### src/rtl/seg7_scan_driver.sv
// Time-multiplexed hex 7-segment scan driver with frame-synchronous (tear-free) display updates.
// Optional macro SEG7_LZ_BLANK_EN blanks leading-zero digits above digit 0.
module seg7_scan_driver #(
    parameter int NUM_DIGITS  = 4,
    parameter int REFRESH_DIV = 100000
) (
    input  logic                    clk,
    input  logic                    rst_n,
    input  logic                    load,
    input  logic [4*NUM_DIGITS-1:0] value,
    output logic [6:0]              seg,
    output logic [NUM_DIGITS-1:0]   an,
    output logic                    upd_done
);
    localparam int CW = (REFRESH_DIV > 1) ? $clog2(REFRESH_DIV) : 1;
    localparam int IW = (NUM_DIGITS > 1) ? $clog2(NUM_DIGITS) : 1;

    logic [CW-1:0]              cnt;
    logic [IW-1:0]              idx;
    logic [NUM_DIGITS-1:0][3:0] disp;
    logic [NUM_DIGITS-1:0][3:0] shadow;
    logic                       pending;
    logic                       cnt_wrap;
    logic                       idx_last;
    logic                       commit;
    logic [3:0]                 nib;
    logic [6:0]                 seg_next;
    logic [NUM_DIGITS-1:0]      an_next;

    assign cnt_wrap = (cnt == CW'(REFRESH_DIV - 1));
    assign idx_last = (idx == IW'(NUM_DIGITS - 1));
    // Display only changes on the last cycle of a frame, so a scan never mixes old and new digits.
    assign commit   = cnt_wrap && idx_last && pending;

    function automatic logic [6:0] hex7(input logic [3:0] n);
        case (n)
            4'h0: hex7 = 7'b1000000;
            4'h1: hex7 = 7'b1111001;
            4'h2: hex7 = 7'b0100100;
            4'h3: hex7 = 7'b0110000;
            4'h4: hex7 = 7'b0011001;
            4'h5: hex7 = 7'b0010010;
            4'h6: hex7 = 7'b0000010;
            4'h7: hex7 = 7'b1111000;
            4'h8: hex7 = 7'b0000000;
            4'h9: hex7 = 7'b0010000;
            4'hA: hex7 = 7'b0001000;
            4'hB: hex7 = 7'b0000011;
            4'hC: hex7 = 7'b1000110;
            4'hD: hex7 = 7'b0100001;
            4'hE: hex7 = 7'b0000110;
            default: hex7 = 7'b0001110;
        endcase
    endfunction

`ifdef SEG7_LZ_BLANK_EN
    // upper_zero[i]: digit i and every digit above it are zero.
    logic [NUM_DIGITS-1:0] upper_zero;
    for (genvar i = 0; i < NUM_DIGITS; i++) begin : g_uz
        assign upper_zero[i] = (disp[NUM_DIGITS-1:i] == '0);
    end
`endif

    always_comb begin
        nib      = disp[idx];
        seg_next = hex7(nib);
`ifdef SEG7_LZ_BLANK_EN
        if (idx != '0 && upper_zero[idx]) seg_next = 7'b1111111;
`endif
        an_next  = ~(NUM_DIGITS'(1) << idx);
    end

    always_ff @(posedge clk or negedge rst_n) begin
        if (!rst_n) begin
            cnt      <= '0;
            idx      <= '0;
            disp     <= '0;
            shadow   <= '0;
            pending  <= 1'b0;
            seg      <= 7'b1111111;
            an       <= '1;
            upd_done <= 1'b0;
        end else begin
            cnt <= cnt_wrap ? '0 : cnt + 1'b1;
            if (cnt_wrap) idx <= idx_last ? '0 : idx + 1'b1;
            if (commit) begin
                disp    <= shadow;
                pending <= 1'b0;
            end
            // A coincident load overrides the pending clear and refills shadow after its old value committed.
            if (load) begin
                shadow  <= value;
                pending <= 1'b1;
            end
            upd_done <= commit;
            seg      <= seg_next;
            an       <= an_next;
        end
    end
endmodule

### config.mk
export PLATFORM = sky130hd
export DESIGN_NAME = seg7_scan_driver
export DESIGN_NICKNAME = d
export VERILOG_FILES = /design/src/rtl/seg7_scan_driver.sv
export SDC_FILE = /design/constraint.sdc
export NUM_CORES = 1
export LEC_CHECK = 0
export ABC_AREA = 1
export CAP_MARGIN = 5
export CORE_MARGIN = 5
export CORE_UTILIZATION = 35
export CTS_BUF_LIST = sky130_fd_sc_hd__clkbuf_8
export DETAILED_ROUTE_END_ITERATION = 6
export PLACE_DENSITY_LB_ADDON = 0.3
export SLEW_MARGIN = 20
export SYNTH_ARGS = -nofsm -noshare
export SYNTH_HDL_FRONTEND = slang
export SYNTH_SLANG_ARGS = --single-unit
### constraint.sdc
create_clock -name clk -period 4.8 [get_ports clk]
set_input_delay 1.44 -clock clk [delete_from_list [all_inputs] [get_ports clk]]
set_output_delay 1.44 -clock clk [all_outputs]
set_load 0.05 [all_outputs]
==> flow_summary.json <==
{
  "yosysWarningCount": 0,
  "clock_sink_count": 64,
  "synth_flop_cell": "sky130_fd_sc_hd__dfrtp_1",
  "slew_headroom": 0.525,
  "syn2layout_area_growth_pct": 18.5,
  "drtIter0Drc": 76,
  "finalHoldWorstSlack_ns": 0.459,
  "detailedPlace.worstSlack_ns": 1.69,
  "synth.yosys.seq_area_share": 0.515,
  "groute.usage.overall": 0.115,
  "routedWlPerCell_um": 11.4,
  "setup_violation_total_in_the_final_timing_report": 0,
  "fin_tns_setup_ns": 0,
  "mappedNetlistNets": 404,
  "design.core.area_um2": 8720,
  "maxCapViolCount": 0,
  "clk_pin_slew_worst_paths_ns": 0.07,
  "beginning_of_the_worst_register_to_register_path": "idx[0]",
  "dr.pass1.iters": 4,
  "worst_path_dominant_cell_family": "buffers and inverters",
  "status": "complete, no violations",
  "first_global_vias": 2309,
  "dr_total_vias": 2377,
  "worst_path_largest_cell_delay_ns": 0.79,
  "sequential_fraction_of_design_power": 0.520,
  "worst_slack_ns": 1.71,
  "cts_tree": "yes",
  "yosys-top-cells-count": "149 x sky130_fd_sc_hd__nand2_1, 53 x sky130_fd_sc_hd__dfrtp_1, 26 x sky130_fd_sc_hd__nor2_1",
  "crit_end": "seg[2]",
  "critical_r2r_capture": "disp[15]",
  "power.ir.vdd_worst_mv": 0.148,
  "layout.filler_cells": 877,
  "switching_share_of_power": 0.211,
  "power.switching_uw": 227,
  "cts_root_buffer": "sky130_fd_sc_hd__clkbuf_8",
  "cp_num_cells": 1,
  "worst_hold_path_type": "flop to flop",
  "floorplan.initialDensity": 0.360,
  "netlist.top_cell.by_area": "sky130_fd_sc_hd__dfrtp_1",
  "rsz0062_at_grt": "false",
  "crit_start": "seg[2]",
  "final.setup_skew_ns": 0.0108,
  "mappedNetlistArea_um2": 3140,
  "hpwlAfterDp_mm": 4.27,
  "netlist_instances": 374,
  "crit_path_start_kind": "flop",
  "power.share.clock": 0.444,
  "drt-total-wl_mm": 5.88,
  "final.min_clock_period_ns": 3.09,
  "crit_path_max_fanout": 1,
  "r2r_setup_slack_ns": 2.92,
  "slew_at_the_pin_closest_to_its_max_slew_limit_ns": 0.712,
  "number_of_nets_in_the_layout": 434,
  "cts_resized": 0,
  "critPathSlowestCell": "sky130_fd_sc_hd__clkdlybuf4s50_1",
  "antenna-diode-count": 0,
  "cp_cell_sequence": "clkdlybuf4s50_1",
  "insertion_delay_ns": 0.34,
  "hold_viol": 0,
  "cp_data_required_time_ns": 3.36,
  "combPwrFrac": 0.036,
  "postSynth.asyncResetShare": 1.00,
  "cts_inserted_buffers": 9,
  "antenna_found_initial": 0,
  "i_o_pin_count": 31,
  "synth_edf_count": 0,
  "critPathCaptureType": "output port",
  "drv_slew": 0,
  "portion_of_the_clock_cycle_consumed_by_the_worst_path_in_the_final_layout": 0.643,
  "largest_net_degree_at_the_start_of_global_routing": 34,
  "port-buffer-count": 30,
  "critical_path_arrival_ns": 1.65,
  "gr-total-overflow": 0,
  "postRouteAntennaNets": 0,
  "post-synth-top-count-cell": "sky130_fd_sc_hd__nand2_1",
  "detail_route.vias_per_cell": 4.60,
  "yosys_register_bits": 64,
  "critical_path.n_buffers_inverters": 1,
  "post_cts_buffers": 0,
  "first_pass_grt_wire_length_mm": 10.4,
  "synthDistinctLibCells": 28,
  "timing.reg2reg.worst_path_depth": 4,
  "fraction_of_final_layout_cells_sized_beyond_drive_strength_1": 0.110,
  "syn-mean-instance-area_um2": 8.39,
  "crit_type": "flop to output port",
  "ctsLongestPathBuffers": 2,
  "cts_h_tree_lvls": 3,
  "placed_cell_area_um2": 3510,
  "max_freq_mhz": 324,
  "layout.cell_area.non_filler_um2": 3720,
  "synthTopCellsByArea": "sky130_fd_sc_hd__dfrtp_1 42%, sky130_fd_sc_hd__nand2_1 18%, sky130_fd_sc_hd__dfstp_2 9.2%, sky130_fd_sc_hd__ha_1 4.4%, sky130_fd_sc_hd__nand4_1 4.2%",
  "die_width_um": 105,
  "post-route-drc-count": 0,
  "floorplan.die.height_um": 105,
  "p_int_uw": 849,
  "cellPowerDensity_nw_per_um2": 289,
  "static-leakage-power_uw": 0.00186,
  "cts_hold_buffers": 0,
  "place_congestion": 0.796,
  "yosys.area.top_type_share": 0.423,
  "rows": 34,
  "die-area_um2": 11000,
  "finalPower_uw": 1080
}
## layout make-up
| cell class | count | area (um2) | area share |
|---|---|---|---|
| flip-flops and latches | 64 | 1620 | 0.434 |
| multi-input cells | 266 | 1340 | 0.359 |
| repair buffers | 31 | 303 | 0.0814 |
| clock buffers | 12 | 165 | 0.0444 |
| well taps | 108 | 135 | 0.0363 |
| inverters | 32 | 120 | 0.0323 |
| clock inverters | 4 | 43.8 | 0.0118 |
## cell usage in the layout (no fill, tap or decap)
cell type                         synthesis  routed
sky130_fd_sc_hd__a21oi_1                  2       2
sky130_fd_sc_hd__buf_2                    4       1
sky130_fd_sc_hd__buf_4                    2       1
sky130_fd_sc_hd__bufinv_16                0       1
sky130_fd_sc_hd__clkbuf_8                 0      12
sky130_fd_sc_hd__clkdlybuf4s50_1          0      29
sky130_fd_sc_hd__clkinv_1                 1       1
sky130_fd_sc_hd__clkinv_2                 0       2
sky130_fd_sc_hd__dfrtp_1                 53      53
sky130_fd_sc_hd__dfstp_2                 11      11
sky130_fd_sc_hd__ha_1                    11      11
sky130_fd_sc_hd__inv_1                   24      25
sky130_fd_sc_hd__inv_2                    7       7
sky130_fd_sc_hd__nand2_1                149     149
sky130_fd_sc_hd__nand2_2                  2       2
sky130_fd_sc_hd__nand3_1                 18      18
sky130_fd_sc_hd__nand3_4                  2       2
sky130_fd_sc_hd__nand3b_1                 1       1
sky130_fd_sc_hd__nand3b_4                 1       1
sky130_fd_sc_hd__nand4_1                 21      21
sky130_fd_sc_hd__nor2_1                  26      26
sky130_fd_sc_hd__nor2_2                   3       3
sky130_fd_sc_hd__nor2_4                   1       1
sky130_fd_sc_hd__nor2_8                   1       1
sky130_fd_sc_hd__nor3_1                  10      10
sky130_fd_sc_hd__nor3b_1                  1       1
sky130_fd_sc_hd__o21ai_0                  5       5
sky130_fd_sc_hd__o22ai_1                  1       1
sky130_fd_sc_hd__xnor2_1                  2       2
sky130_fd_sc_hd__xor2_1                   9       9
## through the flow
stage	util	std cells
final	0.426	517
after global routing	0.426	517
after CTS	0.426	517
after detailed placement	0.402	501
after global placement	0.402	501
after floorplan	-	374
## registers in the layout, summed over array words and instances (netlist names)
signal / flops
cnt: 17
disp: 16
shadow: 16
seg: 7
an: 4
idx: 2
pending: 1
upd_done: 1
## cell families after synthesis
family | share of synthesized area
buffers and inverters | 0.0590
adders and majority gates | 0.0439
DFF | 0.515
xor gates and xnor gates | 0.0307
and+or+nand+nor | 0.338
AOI/OAI and AO/OA | 0.0132
## power by group through the flow
stage	registers, uW	logic, uW	clock network (uW)
finish	559	39.2	477
floorplan	566	13.7	0
CTS	559	40.8	491
global route	560	46.3	518
detailed placement	568	40.8	0
global placement	568	39.9	0
## routing by layer
metal / track usage / vias to the layer above / part of all wire
li1: - / 1240 / -
met1: 0.152 / 1065 / 0.50
met2: 0.171 / 65 / 0.43
met3: 0.0487 / 7 / 0.062
met4: 0.0365 / 0 / 0.0090
met5: 0 / - / 0
## worst min path at each step
stage	from	endpoint	slack, ns	cells after the start
after global routing	shadow[7]	shadow[7]	0.49	2
after CTS	cnt[0]	cnt[0]	0.47	1
final	cnt[0]	cnt[0]	0.46	1
after detailed placement	cnt[0]	cnt[0]	0.46	1
after floorplan	cnt[0]	cnt[0]	0.43	1
after global placement	cnt[0]	cnt[0]	0.45	1
No activity file was read; power rests on OpenSTA's default activity.
